File: config.mk
export PLATFORM = sky130hd
export DESIGN_NAME = matmul_loader_flat
export DESIGN_NICKNAME = d
export VERILOG_FILES = /design/src/rtl/matmul_loader_pkg.sv /design/src/rtl/matmul_loader_if.sv /design/src/rtl/matmul_loader_addr_gen.sv /design/src/rtl/matmul_loader.sv /design/src/flat_wrapper.sv
export SDC_FILE = /design/constraint.sdc
export NUM_CORES = 1
export LEC_CHECK = 0
export CORE_UTILIZATION = 27
export DETAILED_ROUTE_END_ITERATION = 8
export SKIP_LAST_GASP = 1
export SLEW_MARGIN = 20
export SYNTH_ARGS = -nofsm -noshare
export SYNTH_HDL_FRONTEND = slang
export SYNTH_SLANG_ARGS = --single-unit
File: constraint.sdc
create_clock -name clock -period 2.8 [get_ports clock]
set_clock_uncertainty 0.15 [all_clocks]
set_input_delay 0.56 -clock clock [delete_from_list [all_inputs] [get_ports clock]]
set_output_delay 0.56 -clock clock [all_outputs]
set_load 0.05 [all_outputs]
File: src/rtl/matmul_loader_pkg.sv
// -----------------------------------------------------------------------------
// matmul_loader_pkg
//   Shared types and helpers for the matmul loader slice.
//   - loader_state_t : loader FSM states
//   - n_elems()      : element count of an N x N matrix
//   - cnt_width()    : width of a 0..N-1 row/column counter (minimum 1 bit)
// -----------------------------------------------------------------------------
package matmul_loader_pkg;

  typedef enum logic [2:0] {
    IDLE      = 3'd0,
    LOAD_X    = 3'd1,
    LOAD_Y    = 3'd2,
    START     = 3'd3,
    WAIT_DONE = 3'd4
  } loader_state_t;

  function automatic int n_elems(input int n);
    return n * n;
  endfunction

  function automatic int cnt_width(input int n);
    return (n > 1) ? $clog2(n) : 1;
  endfunction

endpackage

File: src/rtl/matmul_loader_if.sv
// -----------------------------------------------------------------------------
// matmul_loader_if
//   Bundles the loader's data-path connections:
//     in_valid/in_ready/in_data        word stream into the loader
//     x_wr_en/x_addr/x_din             X BRAM write port
//     y_wr_en/y_addr/y_din             Y BRAM write port
//     mm_start/mm_done                 matmul core start/done handshake
//   modport slave  : the loader's view
//   modport master : the surrounding system's view (stream source, BRAMs, core)
// -----------------------------------------------------------------------------
interface matmul_loader_if #(
  parameter int DATA_WIDTH = 32,
  parameter int ADDR_WIDTH = 10
);
  logic                  in_valid;
  logic                  in_ready;
  logic [DATA_WIDTH-1:0] in_data;
  logic                  x_wr_en;
  logic [ADDR_WIDTH-1:0] x_addr;
  logic [DATA_WIDTH-1:0] x_din;
  logic                  y_wr_en;
  logic [ADDR_WIDTH-1:0] y_addr;
  logic [DATA_WIDTH-1:0] y_din;
  logic                  mm_start;
  logic                  mm_done;

  modport slave (
    input  in_valid, in_data, mm_done,
    output in_ready, x_wr_en, x_addr, x_din, y_wr_en, y_addr, y_din, mm_start
  );

  modport master (
    output in_valid, in_data, mm_done,
    input  in_ready, x_wr_en, x_addr, x_din, y_wr_en, y_addr, y_din, mm_start
  );
endinterface

File: src/rtl/matmul_loader_addr_gen.sv
// -----------------------------------------------------------------------------
// matmul_addr_gen
//   Element position counter shared by the X and Y load phases.
//   The inner counter advances on every accepted word and wraps at N-1, carrying
//   into the outer counter.
//   Ports:
//     clock, reset_n  clock / async active-low reset
//     clear           synchronous return of both counters to 0
//     advance         step to the next element
//     transpose       0: addr = outer*N + inner (row-major stream)
//                     1: addr = inner*N + outer (column-major stream stored
//                        row-major: the fast index selects the BRAM row)
//     addr            write address of the current element
//     last            current element is the final one of the matrix
// -----------------------------------------------------------------------------
module matmul_addr_gen
  import matmul_loader_pkg::*;
#(
  parameter int MATRIX_SIZE = 32,
  parameter int ADDR_WIDTH  = 10
) (
  input  logic                  clock,
  input  logic                  reset_n,
  input  logic                  clear,
  input  logic                  advance,
  input  logic                  transpose,
  output logic [ADDR_WIDTH-1:0] addr,
  output logic                  last
);

  localparam int                    CW    = cnt_width(MATRIX_SIZE);
  localparam logic [CW-1:0]         MAX_C = CW'(MATRIX_SIZE - 1);
  localparam logic [ADDR_WIDTH-1:0] N_A   = ADDR_WIDTH'(MATRIX_SIZE);

  logic [CW-1:0] inner_r;
  logic [CW-1:0] outer_r;

  // Inner/outer element counters with wrap and carry.
  always_ff @(posedge clock or negedge reset_n) begin
    if (!reset_n) begin
      inner_r <= {CW{1'b0}};
      outer_r <= {CW{1'b0}};
    end else if (clear) begin
      inner_r <= {CW{1'b0}};
      outer_r <= {CW{1'b0}};
    end else if (advance) begin
      if (inner_r == MAX_C) begin
        inner_r <= {CW{1'b0}};
        outer_r <= (outer_r == MAX_C) ? {CW{1'b0}} : outer_r + {{(CW-1){1'b0}}, 1'b1};
      end else begin
        inner_r <= inner_r + {{(CW-1){1'b0}}, 1'b1};
      end
    end
  end

  assign last = (inner_r == MAX_C) && (outer_r == MAX_C);
  assign addr = transpose ? (ADDR_WIDTH'(inner_r) * N_A + ADDR_WIDTH'(outer_r))
                          : (ADDR_WIDTH'(outer_r) * N_A + ADDR_WIDTH'(inner_r));

endmodule

File: src/rtl/matmul_loader.sv
// -----------------------------------------------------------------------------
// matmul_loader
//   Upstream feeder for the matmul core. Takes N*N words of X then N*N words of
//   Y from a valid/ready stream, writes them to the X/Y BRAMs (one cycle after
//   acceptance), pulses mm_start, waits for a rising edge of mm_done and then
//   pulses job_done.
//   Ports:
//     clock, reset_n  clock / async active-low reset
//     load            start a job (only honoured in IDLE)
//     busy            high in every state except IDLE
//     job_done        one-cycle pulse when the core finishes
//     bus (slave)     stream, X/Y BRAM write ports, mm_start/mm_done
//   Build option:
//     MATMUL_LOADER_TRANSPOSE_Y_EN  Y stream is column-major and is scattered
//                                   into row-major Y BRAM addresses.
// -----------------------------------------------------------------------------
module matmul_loader
  import matmul_loader_pkg::*;
#(
  parameter int DATA_WIDTH  = 32,
  parameter int MATRIX_SIZE = 32,
  parameter int ADDR_WIDTH  = 10
) (
  input  logic            clock,
  input  logic            reset_n,
  input  logic            load,
  output logic            busy,
  output logic            job_done,
  matmul_loader_if.slave  bus
);

  loader_state_t         state_r;
  logic                  mm_done_q_r;
  logic                  busy_r;
  logic                  job_done_r;
  logic                  mm_start_r;
  logic                  x_wr_en_r;
  logic [ADDR_WIDTH-1:0] x_addr_r;
  logic [DATA_WIDTH-1:0] x_din_r;
  logic                  y_wr_en_r;
  logic [ADDR_WIDTH-1:0] y_addr_r;
  logic [DATA_WIDTH-1:0] y_din_r;

  logic                  in_ready_s;
  logic                  accept_s;
  logic                  clear_s;
  logic                  transpose_s;
  logic [ADDR_WIDTH-1:0] addr_s;
  logic                  last_s;

  assign in_ready_s = (state_r == LOAD_X) || (state_r == LOAD_Y);
  assign accept_s   = bus.in_valid & in_ready_s;
  // Counters sit at 0 while idle, so every job starts at address 0.
  assign clear_s    = (state_r == IDLE);

`ifdef MATMUL_LOADER_TRANSPOSE_Y_EN
  assign transpose_s = (state_r == LOAD_Y);
`else
  assign transpose_s = 1'b0;
`endif

  matmul_addr_gen #(
    .MATRIX_SIZE (MATRIX_SIZE),
    .ADDR_WIDTH  (ADDR_WIDTH)
  ) u_addr_gen (
    .clock     (clock),
    .reset_n   (reset_n),
    .clear     (clear_s),
    .advance   (accept_s),
    .transpose (transpose_s),
    .addr      (addr_s),
    .last      (last_s)
  );

  // Loader FSM with registered BRAM writes, start/done pulses and busy.
  always_ff @(posedge clock or negedge reset_n) begin
    if (!reset_n) begin
      state_r     <= IDLE;
      mm_done_q_r <= 1'b0;
      busy_r      <= 1'b0;
      job_done_r  <= 1'b0;
      mm_start_r  <= 1'b0;
      x_wr_en_r   <= 1'b0;
      x_addr_r    <= {ADDR_WIDTH{1'b0}};
      x_din_r     <= {DATA_WIDTH{1'b0}};
      y_wr_en_r   <= 1'b0;
      y_addr_r    <= {ADDR_WIDTH{1'b0}};
      y_din_r     <= {DATA_WIDTH{1'b0}};
    end else begin
      // Pulse outputs default low; mm_done is tracked every cycle for edge detect.
      mm_done_q_r <= bus.mm_done;
      job_done_r  <= 1'b0;
      mm_start_r  <= 1'b0;
      x_wr_en_r   <= 1'b0;
      y_wr_en_r   <= 1'b0;
      case (state_r)
        IDLE: begin
          if (load) begin
            state_r <= LOAD_X;
            busy_r  <= 1'b1;
          end
        end
        LOAD_X: begin
          if (accept_s) begin
            x_wr_en_r <= 1'b1;
            x_addr_r  <= addr_s;
            x_din_r   <= bus.in_data;
            if (last_s) begin
              state_r <= LOAD_Y;
            end
          end
        end
        LOAD_Y: begin
          if (accept_s) begin
            y_wr_en_r <= 1'b1;
            y_addr_r  <= addr_s;
            y_din_r   <= bus.in_data;
            if (last_s) begin
              state_r <= START;
            end
          end
        end
        START: begin
          mm_start_r <= 1'b1;
          state_r    <= WAIT_DONE;
        end
        WAIT_DONE: begin
          // Edge, not level: a done left high by the previous job is ignored.
          if (bus.mm_done && !mm_done_q_r) begin
            job_done_r <= 1'b1;
            busy_r     <= 1'b0;
            state_r    <= IDLE;
          end
        end
        default: begin
          state_r <= IDLE;
          busy_r  <= 1'b0;
        end
      endcase
    end
  end

  assign bus.in_ready = in_ready_s;
  assign bus.x_wr_en  = x_wr_en_r;
  assign bus.x_addr   = x_addr_r;
  assign bus.x_din    = x_din_r;
  assign bus.y_wr_en  = y_wr_en_r;
  assign bus.y_addr   = y_addr_r;
  assign bus.y_din    = y_din_r;
  assign bus.mm_start = mm_start_r;
  assign busy         = busy_r;
  assign job_done     = job_done_r;

endmodule

File: src/flat_wrapper.sv
// flat-port wrapper written by rule: the top's interface ports become plain ports
module matmul_loader_flat import matmul_loader_pkg::*;
#(
  parameter int DATA_WIDTH  = 32,
  parameter int MATRIX_SIZE = 32,
  parameter int ADDR_WIDTH  = 10
)
  (clock, reset_n, load, busy, job_done, bus_in_valid, bus_in_data, bus_mm_done, bus_in_ready, bus_x_wr_en, bus_x_addr, bus_x_din, bus_y_wr_en, bus_y_addr, bus_y_din, bus_mm_start);
  matmul_loader_if #(.DATA_WIDTH(DATA_WIDTH), .ADDR_WIDTH(ADDR_WIDTH)) bus_i ();
  input  logic clock;
  input  logic reset_n;
  input  logic load;
  output logic busy;
  output logic job_done;
  input wire logic [$bits(bus_i.in_valid)-1:0] bus_in_valid;
  input wire logic [$bits(bus_i.in_data)-1:0] bus_in_data;
  input wire logic [$bits(bus_i.mm_done)-1:0] bus_mm_done;
  output wire logic [$bits(bus_i.in_ready)-1:0] bus_in_ready;
  output wire logic [$bits(bus_i.x_wr_en)-1:0] bus_x_wr_en;
  output wire logic [$bits(bus_i.x_addr)-1:0] bus_x_addr;
  output wire logic [$bits(bus_i.x_din)-1:0] bus_x_din;
  output wire logic [$bits(bus_i.y_wr_en)-1:0] bus_y_wr_en;
  output wire logic [$bits(bus_i.y_addr)-1:0] bus_y_addr;
  output wire logic [$bits(bus_i.y_din)-1:0] bus_y_din;
  output wire logic [$bits(bus_i.mm_start)-1:0] bus_mm_start;
  assign bus_i.in_valid = bus_in_valid;
  assign bus_i.in_data = bus_in_data;
  assign bus_i.mm_done = bus_mm_done;
  assign bus_in_ready = bus_i.in_ready;
  assign bus_x_wr_en = bus_i.x_wr_en;
  assign bus_x_addr = bus_i.x_addr;
  assign bus_x_din = bus_i.x_din;
  assign bus_y_wr_en = bus_i.y_wr_en;
  assign bus_y_addr = bus_i.y_addr;
  assign bus_y_din = bus_i.y_din;
  assign bus_mm_start = bus_i.mm_start;
  matmul_loader #(.DATA_WIDTH(DATA_WIDTH), .MATRIX_SIZE(MATRIX_SIZE), .ADDR_WIDTH(ADDR_WIDTH)) u_core (.clock(clock), .reset_n(reset_n), .load(load), .busy(busy), .job_done(job_done), .bus(bus_i));
endmodule
# After elaboration in Yosys (flattened, before gate mapping)
# Index checks and enable logic that the tools add are counted.
totals:
  output_inout_bits: 90
  reg_bits: 103
op_classes:
  n_addsub: 3
  bitwise_logic: 2
  n_eq_ne: 12
  muxes: 23
  reduce_logical: 13
op_table:
  columns: ["operator", "n"]
  rows:
  - ["two-way mux 5 bit", 7]
  - ["two-way mux 3 bit", 6]
  - ["one-hot mux 3 bit (5 select lines)", 1]
  - ["adder 10 x 5 -> 10 bit", 1]
  - ["adder 5 x 1 -> 5 bit (second input constant)", 2]
  - ["== test 5 bit (second input constant)", 2]
  - ["inequality test 2 x 1 -> 1 bit (second input constant)", 5]
  - ["two-way mux 1 bit", 8]
  - ["== test 3 x 2 -> 1 bit (second input constant)", 2]
  - ["AND reduction 2 bit", 3]
  - ["AND reduction 6 bit", 1]
  - ["nonzero test 2 bit", 2]
  - ["== test 3 x 1 -> 1 bit (second input constant)", 1]
  - ["== test 3 bit (second input constant)", 1]
  - ["logical NOT 3 bit", 1]
  - ["one-hot mux 1 bit (3 select lines)", 1]
  - ["AND reduction 3 bit", 1]
  - ["OR reduction 3 bit", 1]
  - ["logical AND 1 bit", 2]
  - ["inequality test 2 bit (second input constant)", 1]
  - ["bitwise AND 1 bit", 1]
  - ["logical NOT 1 bit", 1]
  - ["logical OR 1 bit", 1]
  - ["NOT 1 bit", 1]

# Longest topological paths before layout
# Gate-level depths: netlist of the first run.
depth:
  word_depth: 5
  mapped_depth: 6
  depth_no_buf: 6

# By module
# Synthesis of the first run repeated with hierarchy kept, for this count alone.
unflattened:
  hier_cells: 275
  hier_area_um2: 4177.8
modules_own_cells:
  columns: ["module", "area_each_um2", "cells_each", "n_inst"]
  rows:
  - ["matmul_loader", 3520.9, 210, 1]
  - ["matmul_addr_gen", 656.9, 65, 1]

# Worst setup path after synthesis of the first run
# Ideal clock, no wire load.
synth_path:
  path_type: "register -> output"
  from: "reg u_core.state_r[2]"
  to: "out bus_in_ready"
  path_buffers: 2
  arrival_time_ps: 1349
  slack_ps: 741
  path_stages_with_launch: 4
  path_cell_list: "dfrtp_1 -> buf_2 -> clkbuf_1 -> nor2_1"
synth_between:
  elab_chain_len: 2
synth_rtl:
  columns: ["element", "line_no", "source"]
  rows:
  - ["start, declared", "matmul_loader.sv:32", "loader_state_t state_r;"]
  - ["start signal, assigned", "matmul_loader.sv:78", "state_r <= IDLE;"]
  - ["start signal, assigned", "matmul_loader.sv:99", "state_r <= LOAD_X;"]
  - ["start signal, assigned", "matmul_loader.sv:109", "state_r <= LOAD_Y;"]
  - ["== test 3 x 1 -> 1 bit or == test 3 x 2 -> 1 bit (tied branches)", "matmul_loader.sv:51", "assign in_ready_s = (state_r == LOAD_X) || (state_r == LOAD_Y);"]
  - ["logical OR 1 bit (*)", "matmul_loader.sv:51", null]
  - ["end, declared", "flat_wrapper.sv:18", "output wire logic [$bits(bus_i.in_ready)-1:0] bus_in_ready;"]
# Mark *: on every way between the ends. The rest lies on a longest branch, timed or not.

# Final worst setup path of the first run
layout_path:
  from: "reg u_core.state_r[0]"
  to: "out bus_in_ready"
# Same word-level chain as after synthesis.

==> results, run 1 <==
- The flow ran to the end, and the final reports show no timing, DRC or antenna violations.
- The compound-cell area share of the yosys netlist is 4.93%.
- Setup violations remaining at the end of the flow were counted as 0.
- The number of gates given a new drive strength after cts is 0.
- The number of enable-type register cells in the synthesized netlist is 0.
- The starting utilization of the core area is 27.7%.
- For the pin with the worst max-slew slack, the measured transition is 674 ps.
- The power share of the sequential group is 42.1%.
- The top fanout value on the critical path is 18.
- The synthesized netlist devotes 0.593% of its cell area to XOR and XNOR gates.
- Relative to the synthesized area, the layout overhead comes to 41.2%.
- The number of I/O port buffers is 126.
- The class of the tightest hold or removal check is in -> async.
- The HPWL after detailed placement is 6.40 mm.
- The routed length per instance is 15.4 µm.
- After layout, the minimum clock period comes to 2470 ps.
- The initial detailed-routing violation count is 70.
- The total of hold buffers inserted after clock tree synthesis is 0.
- For this block, the via count after detailed routing is 2729.
- In the finished design, the share of the clock period the worst path needs comes to 88.1%.
- The floorplan has 45 rows.
- The kind of capture point of the worst setup path is a primary output.
- In this run the number of H-tree levels came out at 3.
- Power spread over the standard cell area amounts to 717 nW/µm².
- The post-synthesis register bit count is 103.
- After detailed routing, the total wire length is 9.25 mm.
- Summing every instance area after synthesis gives 4220 µm².
- Summed over all cells, the static leakage comes to 2.52 nW.
- Across the run, the number of max-cap violations was 0.
- The number of global-route vias before repair is 2924.
- The sum of negative setup slack is 0 ps.
- The final worst slack is 334 ps.
- The first global-routing pass estimated 15.2 mm of wire.
- The adder-cell share of the synthesized area is 1.66%.
- The fraction of registers with async set/reset is 100%.
- Setup repair after global routing left no endpoint under its margin.
- The number of cells traversed by the worst register-to-register path is 6.
- Summed over all instances, the cell type with the most area after synthesis is dfrtp_1.
- The clock network burns 29.9% of the power.
- The critical register-to-register path endpoint is u_core.u_addr_gen.outer_r[3]$_DFFE_PN0P_.
- The commonest cells after synthesis are dfrtp_1 (103), mux2_2 (80), o21ai_0 (7), buf_4 (6).
- The met2 layer wire length in the routed design is 4.51 mm.
- After detailed routing, the wire length on met1 is 3.97 mm.
- The last weighted congestion value of the routability-driven placer is 0.714.
- Entering global routing, the biggest net connects 65 pins.
- For flop-to-flop paths, the worst setup slack is 610 ps.
- The maximum vdd ir drop is 0.550 mV.
- By instance count, the leading cell after synthesis is dfrtp_1.
- The number of failing hold endpoints at the final stage is 0.
- After detailed routing, the number of vias per cell comes to 4.55.
- After clock tree synthesis, the clock-pin slew on the worst setup and hold paths is 70 ps.
- Global routing finished with a remaining overflow of 0.
- The number of sinks driven by the clock tree is 103.
- The later pin in the worst-skew pair is clocked with a latency of 350 ps.
- The relative contribution of combinational cells to total power is 28.0%.
- In this run the tightest slew margin relative to its limit is 55.0%.
- TritonCTS built the clock tree.
- The floorplan step defined a core boundary enclosing 15200 µm².
- Across every metal layer, demand over resource in global routing totals 12.3%.
- The first detailed-routing pass took 4 iterations.
- Measured along the y axis, the die boundary spans 127 µm.
- The internal cell power is 2.84 mW.
- In the synthesized netlist the dominant register cell turns out to be dfrtp_1.
- 0 antenna diodes ended up in the layout.
- Ranked by total cell area, the synthesized netlist is headed by dfrtp_1 (61%), mux2_2 (21%), buf_6 (1.3%).
- The sequential area share after synthesis is 61.1%.
- After synthesis, the largest family of logic cells by area is multiplexers.
- The cell sitting at the root of the clock tree is a clkbuf_16.
- Yosys mapped the design onto 40 distinct sky130hd cell types.
- The die covers 16100 µm².
- The worst slack at placement is 467 ps.
- The critical setup path kind is reg -> out.
- The longest clock path from root to sink contains 2 buffers.
- The number of standard cells after synthesis is 278.
- The number of antenna-violating nets in the routed design is 0.
- In this run switching power makes up 33.5% of total power.
- Cells with a size suffix above 1 make up 27.7% of the layout.
- The width of the die is 127 µm.
- At the worst endpoint, the arrival time is 1760 ps.
- The post-synthesis simple-gate area fraction is 5.96%.
- The Yosys step of the flow raised 0 warnings.
- The topmost layer with routed signal wires is met4.
- The startpoint type of the worst setup path is a flop.
- 127 I/O pins were placed.
- The count of unresolved DRC violations after routing is 0.
- The number of fill cells in the layout is 1421.
- The number of clock buffers added by TritonCTS is 9.
- The number of nets in the finished design is 448.
- Buffers added to address setup during post-CTS repair amount to 0.
- The initial antenna violation count was 0.
- The max-slew violation total from the final report is 0.
- The area share of the leading cell type in the synthesized netlist is 61.1%.
- Summed over all nets, wire length on met3 after detailed routing comes to 584 µm.
- The switching power total is 1.43 mW.
- Static timing analysis puts the maximum clock frequency at 0.405 GHz.
- The data required time at the worst endpoint is 2090 ps.
- The startpoint of the worst register-to-register path is u_core.u_addr_gen.inner_r[0]$_DFFE_PN0P_.
- The average cell area after synthesis is 15.2 µm².
- The mux share of post-synthesis cell area is 22.7%.
- Counting every net in the synthesized netlist gives 319.
==> per-layer routing <==
metal,up-vias,GRT usage [%]
li1,1264,-
met1,1369,14.4
met2,80,20.6
met3,16,4.13
met4,0,5.60
met5,-,0
==> cell type report <==
cell class / instances / area [µm²] / share of cell area, %
inverter: 2 / 7.51 / 0.126
timing repair buffer: 133 / 1320 / 22.2
sequential: 103 / 2580 / 43.3
multi-input combinational: 158 / 1510 / 25.4
tap: 188 / 235 / 3.95
clock buffer: 10 / 239 / 4.02
clock inverter: 6 / 60.1 / 1.01
==> critical path, stage by stage, from the launching register on <==
cell	delay (ps)
dfrtp_1	780
xnor2_2	240
nor2_1	170
buf_4	220
==> sequential cells by signal, indices dropped and copies added, names as in the netlist <==
signal	count
u_core.bus.mm_start	1
u_core.bus.x_addr	10
u_core.bus.x_din	32
u_core.bus.x_wr_en	1
u_core.bus.y_addr	10
u_core.bus.y_din	32
u_core.bus.y_wr_en	1
u_core.busy	1
u_core.job_done	1
u_core.mm_done_q_r	1
u_core.state_r	3
u_core.u_addr_gen.inner_r	5
u_core.u_addr_gen.outer_r	5
==> kinds of logic after synthesis <==
kind of cell    count (synthesis)
flops                         103
mux                            85
simple gates                   38
compound gates                 27
buf+inv                        17
fa+ha+maj                       6
xor+xnor                        2
==> through the flow <==
stage,power (mW),area [µm²],util [%],std cells,hold WS (ps)
floorplan,2.56,4220,-,278,114
global placement,3.01,5650,37.2,584,322
detailed placement,3.04,5650,37.2,584,329
CTS,4.35,5950,39.2,600,33.5
global route,4.47,5950,39.2,600,54.1
finish,4.27,5950,39.2,600,25.8
==> cells in the final DEF (no fill, tap or decap), types with 2 or more instances in the layout <==
cell	synthesis	layout
nor2_1	4	4
maj3_1	2	2
nor2b_1	3	3
a2111oi_0	2	2
nand2b_4	3	3
inv_1	2	2
a2111oi_2	2	2
clkinv_2	0	3
a21oi_1	4	4
nor3_1	4	4
o22a_1	2	2
buf_4	6	8
mux2_2	80	80
clkdlybuf4s50_1	0	124
and3_1	4	4
o21ai_0	7	7
dfrtp_1	103	103
nand2_1	3	3
o311ai_0	2	2
or3_1	2	2
ha_1	4	4
a21o_1	2	2
nand2b_1	4	4
clkbuf_16	0	9
nand3_1	4	4
nor2_4	2	2
clkinvlp_4	0	2
mux2_1	5	5
==> how the worst max path moves through the flow <==
stage,startpoint,to,slack [ps],cells after the start
2_1_floorplan,u_core.state_r[2]$_DFFE_PN0P_,bus_in_ready,740,3
6_report,u_core.state_r[0]$_DFFE_PN0P_,bus_in_ready,330,3
4_1_cts,u_core.state_r[0]$_DFFE_PN0P_,bus_in_ready,310,3
3_3_place_gp,bus_in_valid,u_core.u_addr_gen.inner_r[3]$_DFFE_PN0P_,460,5
3_5_place_dp,bus_in_valid,u_core.u_addr_gen.inner_r[2]$_DFFE_PN0P_,470,5
5_1_grt,u_core.state_r[0]$_DFFE_PN0P_,bus_in_ready,210,3
==> power by group through the flow <==
| stage | clock network, mW | registers (mW) | logic (mW) |
|---|---|---|---|
| 2_1_floorplan | 0 | 2.33 | 0.235 |
| 3_3_place_gp | 0 | 1.82 | 1.20 |
| 3_5_place_dp | 0 | 1.83 | 1.21 |
| 4_1_cts | 1.33 | 1.80 | 1.21 |
| 5_1_grt | 1.39 | 1.83 | 1.25 |
| 6_report | 1.28 | 1.80 | 1.20 |
No activity file was read; power rests on OpenSTA's default activity.
==> run 2, diff against run 1 <==
- CORE_ASPECT_RATIO: not set -> 1.25
- GPL_ROUTABILITY_DRIVEN: not set -> 0
- SETUP_SLACK_MARGIN: not set -> 0.1
==> results, run 2 (synthesis results as in run 1) <==
- The leakage power figure is 2.52 nW.
- Final hold analysis gives a worst-case slack of 340 ps.
- The number of fill cells in the layout is 1459.
- The final design instance area without fill is 6010 µm².
- In this run the worst path has a maximum fanout of 18.
- The highest cell delay on the worst timing path is 760 ps.
- The maximum number of pins on one net before global-route repair is 57.
- The post-route total power is 4.25 mW.
- The overall die area is 16100 µm².
- Walking the worst path, the cells encountered are xnor2_2, nor2_1, buf_4.
- The relative max-transition margin is 56.6%.
- The number of global-route vias before repair is 2787.
- The clock-pin slew on the worst setup and hold paths is 70 ps.
- The number of vias per cell after detailed routing is 4.37.
- The final critical path takes up 86.7% of the cycle.
- The startpoint type of the worst setup path is a flop.
- The number of maximum-capacitance constraint violations is 0.
- Detailed routing inserted a total of 2712 vias.
- In the final layout, flip-flops and latches occupy 2580 µm².
- In this run the tool buffered the top-level ports with 126 buffer cells.
- The hold path endpoint is u_core.bus.x_din[1]$_DFFE_PN0P_.
- The transition time at the pin with the least slew margin is 651 ps.
- The number of cells after detailed placement is 603.
- In this run the core area contains 50 standard-cell rows.
- The kind of capture point of the worst setup path is a primary output.
- Global routing consumed, over all layers together, 12.0% of the routing resources.
- Grouping stages by cell kind, the critical path spends the most delay in flip-flops.
- Together, buffers and inverters on the worst path number 1.
- Cells with a size suffix above 1 make up 27.2% of the layout.
- The finished layout holds 620 standard cells, fillers aside.
- Along the worst hold path, the cell count comes to 1.
- The number of detailed-routing iterations run before antenna repair is 4.
- The initial antenna violation count is 0.
- Counting cells, the worst reg-to-reg path comes to 6.
- Setup repair after global routing left no endpoint under its margin.
- The width of the die is 114 µm.
- The clock passes through at most 2 buffers.
- The data required time at the worst endpoint is 2090 ps.
- The startpoint identified for the worst hold timing path is u_core.bus.x_din[1]$_DFFE_PN0P_.
- After the first detailed-routing iteration, the DRC count stood at 129.
- The worst endpoint data arrival time is 1720 ps.
- The total clock buffers created by CTS is 9.
- The origin of the worst setup path is u_core.state_r[0]$_DFFE_PN0P_.
- The worst-case IR drop observed on VDD is 0.265 mV.
- The highest clock rate is 0.412 GHz.
- The routed design has 9.14 mm of wire.
- The max-slew violation total from the final report was 0.
- The number of antenna-violating nets in the routed design is 0.
- The shortest period the worst path allows is 2430 ps.
- For this configuration, the core starts out at a cell density of 27.9%.
- The clock insertion delay at the later pin of the skew report is 350 ps.
- The antenna cell count is 0.
- After the last flow step, the layout net total stands at 448.
- The worst register-to-register path ends at u_core.u_addr_gen.outer_r[3]$_DFFE_PN0P_.
- The startpoint of the worst register-to-register path is u_core.u_addr_gen.inner_r[0]$_DFFE_PN0P_.
- The count of final setup violators is 0.
- The most common cell after layout, fill and taps aside is clkdlybuf4s50_1.
- The cell at the root of the clock tree is clkbuf_16.
- Summed over all nets, the half-perimeter wirelength after detailed placement is 6.30 mm.
- Once layout is complete, the utilization of the core stands at 39.7%.
- The area of the multi-input gates is 1510 µm².
- The CTS tree is built.
- The area after detailed placement is 5700 µm².
- The final worst slack is 372 ps.
- In the final routed layout, each cell accounts on average for 14.7 µm.
- The setup slack on the worst flop-to-flop path is 620 ps.
- The power per cell area is 708 nW/µm².
- The area growth from synthesis to layout is 42.4%.
- The H-tree was split into 3 levels.
- The die is 142 µm tall.
- The remaining global-route overflow is 0.
- The flow ran to the end, and the final reports show no timing, DRC or antenna violations.
- The count of unresolved DRC violations after routing is 0.
- The library cells used most frequently in the layout, excluding fill and tap cells, are clkdlybuf4s50_1 (124), dfrtp_1 (103), mux2_2 (80).
- The critical setup path kind is reg -> out.
- The number of failing hold endpoints at the final stage is 0.
- The worst slack at placement is 446 ps.
- The clock net in this run drives a total of 103 sinks.
- The first global-routing pass estimated 14.7 mm of wire.
- The class of the tightest hold or removal check is reg -> reg.
- Summed over all failing endpoints, the final setup total negative slack is 0 ps.
- The library cell contributing the largest single delay on the critical path is dfrtp_1.
- In this run the count of I/O pins placed on the die edge is 127.
- After floorplanning, the core was sized to cover 15100 µm².
==> run 2: power by group <==
group | leakage (nW) | switching [mW] | total, mW | internal (mW)
clock | 0.138 | 0.541 | 1.26 | 0.716
combinational | 1.11 | 0.736 | 1.20 | 0.463
sequential | 1.28 | 0.131 | 1.80 | 1.67
total | 2.52 | 1.41 | 4.25 | 2.85
==> run 2: routing by layer <==
layer | part of all wire [%] | track usage (%) | routed length (µm) | up-vias
met4 | 2.3 | 6.77 | 209 | 0
met2 | 52 | 19.8 | 4790 | 78
met5 | 0 | 0 | 0 | -
met3 | 4.7 | 2.48 | 427 | 13
met1 | 41 | 14.5 | 3710 | 1356
li1 | - | - | - | 1265
==> run 2: area by class of cell <==
type	instances	area share [%]
inverter	2	0.125
clock inverter	5	0.958
timing repair buffer	133	22.5
clock buffer	11	4.04
tap	208	4.33
multi-input combinational	158	25.2
sequential	103	42.9
==> run 2: how the worst max path moves through the flow <==
| stage | cells past startpoint | to | slack [ps] |
|---|---|---|---|
| 6_report | 3 | bus_in_ready | 370 |
| 5_1_grt | 3 | bus_in_ready | 230 |
| 4_1_cts | 3 | bus_in_ready | 350 |
| 3_5_place_dp | 5 | u_core.bus.x_din[5]$_DFFE_PN0P_ | 450 |
| 3_3_place_gp | 5 | u_core.u_addr_gen.inner_r[3]$_DFFE_PN0P_ | 450 |
| 2_1_floorplan | 3 | bus_in_ready | 740 |
==> run 2: repair_timing <==
item	in CTS	in global routing
resized for setup	0	0
hold buffers	1	0
setup buffers	0	0
endpoints found under the hold margin	23	0
==> run 3, diff against run 2 <==
- clock period: 2.8 -> 3.1 ns (I/O delays scaled with it)
==> results, run 3 (synthesis results as in run 1) <==
- The CTS H-tree depth is 3.
- For this run, the post-layout net count is 450.
- In this run the tool buffered the top-level ports with 126 buffer cells.
- The layout-stage area growth over the synthesis result is 41.8%.
- The initial antenna violation count came to 0.
- The endpoint identified for the worst register-to-register timing path is u_core.u_addr_gen.outer_r[3]$_DFFE_PN0P_.
- The transition time at the pin with the least slew margin is 616 ps.
- Of all nets on the critical path, the largest fanout is 8.
- The share of post-route cells with drive strength above 1 is 27.2%.
- The worst setup path endpoint is bus_in_ready.
- The worst register-to-register path begins at u_core.u_addr_gen.inner_r[0]$_DFFE_PN0P_.
- The layout has 1493 filler cells.
- The number of gates resized after CTS was 0.
- The clock-pin slew on the worst setup and hold paths is 70 ps.
- The critical setup path kind is reg -> out.
- The highest clock rate is 0.371 GHz.
- The starting utilization of the core area is 27.9%.
- The total number of vias is 2715.
- Setup slack on the worst reg-to-reg path comes out at 920 ps.
- The chip height is 142 µm.
- The relative max-transition margin is 58.9%.
- The worst endpoint data arrival time is 1930 ps.
- Counting the buffers created by CTS gives 9.
- The min-delay analysis places its worst path in the category in -> async.
- The design draws 3.79 mW.
- The maximum number of pins on one net before global-route repair is 49.
- The wire-length estimate of the detail-placed layout is 6.25 mm.
- Max-cap violations in this run came to 0.
- VDD sags by at most 0.317 mV.
- The largest buffer count on any clock path is 2.
- The power per cell area is 634 nW/µm².
- The worst setup path is captured at a primary output.
- The run finished with clean final reports.
- Hold repair after CTS inserted 0 buffers.
- The utilization after layout is 39.5%.
- In the final timing run, aggregate negative setup slack is 0 ps.
- The number of vias per cell after detailed routing is 4.38.
- Final hold analysis gives a worst-case slack of 126 ps.
- The most common cell after layout, fill and taps aside is clkdlybuf4s50_1.
- The count of final setup violators is 0.
- The startpoint type of the worst setup path is a flop.
- In this run the horizontal extent of the chip is 114 µm.
- Setup repair after global routing left no endpoint under its margin.
- Wires add up to 9.00 mm.
- Once detail routing completed, the nets flagged for antenna violations numbered 0.
- The number of global-route vias before repair was 2764.
- Once the clock tree was built, the setup fixing pass inserted 0 buffers.
- After detailed routing, the average wire length per cell comes to 14.5 µm.
- Leaving out fill and tap cells, the most frequent cells in the layout are clkdlybuf4s50_1 (125), dfrtp_1 (103), mux2_2 (80).
- Counting I/O delays and the setup requirement, the final critical path takes 2700 ps.
- Timing analysis after detailed placement gives a worst setup slack of 655 ps.
- The area of the core is 15100 µm².
- The clock insertion delay at the later pin of the skew report is 350 ps.
- The analysis attributes to cell leakage a power of 2.53 nW.
- Setup slack closes at 402 ps.
- The number of failing hold endpoints at the final stage is 0.
- The number of cells on the worst reg-to-reg path is 6.
- The first global-routing pass estimated 14.3 mm of wire.
- Before antenna repair, the detailed router went through 4 iterations.
- In this run the clock root is driven by a clkbuf_16.
- The number of sinks driven by the clock tree is 103.
- The number of placement rows is 50.
- The overall die area is 16100 µm².
- The I/O pin count is 127.
- The origin of the worst setup path is u_core.state_r[1]$_DFFE_PN0P_.
- The antenna cell count is 0.
- In the global route stage, overall resource usage came out at 11.6%.
- For this run the aggregate overflow at the end of global routing stands at 0.
- The initial detailed-routing violation count is 83.
- The CTS tree is built.
- The data required time at the worst endpoint is 2330 ps.
- In the routed design, unresolved DRC markers number 0.
- The final critical path takes up 87.0% of the cycle.
- The max-slew violation total from the final report was 0.
[run 3: cell types whose count changed in the layout (fill, tap and decap cells not counted), sizes merged]
cell	previous run	this run
clkbuf	11	14
clkdlybuf4s50	124	125
clkinv	1	0
clkinvlp	3	0
dlygate4sd3	1	0
buf	8	10
bufinv	1	0
[run 3: where the power goes]
| group | total [mW] | leakage [nW] | switching (mW) | internal [mW] |
|---|---|---|---|---|
| clock | 1.09 | 0.141 | 0.468 | 0.624 |
| sequential | 1.62 | 1.28 | 0.115 | 1.51 |
| combinational | 1.08 | 1.11 | 0.662 | 0.415 |
| total | 3.79 | 2.53 | 1.25 | 2.55 |
[run 3: worst min path at each step]
stage | start | end | slack, ps | cells after the start
floorplan | reset_n | u_core.bus.mm_start$_DFF_PN0_ | 170 | 0
global placement | u_core.bus.x_din[1]$_DFFE_PN0P_ | u_core.bus.x_din[1]$_DFFE_PN0P_ | 320 | 1
detailed placement | u_core.bus.x_addr[8]$_DFFE_PN0P_ | u_core.bus.x_addr[8]$_DFFE_PN0P_ | 330 | 1
CTS | reset_n | u_core.bus.y_din[16]$_DFFE_PN0P_ | 150 | 1
global route | reset_n | u_core.bus.y_din[16]$_DFFE_PN0P_ | 180 | 1
finish | reset_n | u_core.bus.y_din[16]$_DFFE_PN0P_ | 130 | 1
[run 3: area by class of cell]
| type | instances | area [µm²] | area share [%] |
|---|---|---|---|
| well taps | 208 | 260 | 4.35 |
| inverters | 2 | 7.51 | 0.126 |
| multi-input cells | 158 | 1510 | 25.3 |
| flip-flops and latches | 103 | 2580 | 43.1 |
| repair buffers | 135 | 1340 | 22.4 |
| clock buffers | 14 | 284 | 4.75 |
[run 3: critical path: stages, from the launching register on]
cell and delay, ps:
dfrtp_1 410, xnor2_2 210, nor2_1 140, clkdlybuf4s50_1 820
[run 3: routing by layer]
layer,global-route usage (%),vias to the layer above,share of wire [%]
met5,0,-,0
met4,4.58,0,1.4
met3,3.29,8,4.6
met2,20.4,64,53
met1,13.2,1388,41
li1,-,1255,-
[run 3: metrics by stage]
step,area (µm²),cells
final,5980,620
after global routing,5980,620
after CTS,5980,620
after detailed placement,5700,606
after global placement,5700,606
after floorplan,4220,278
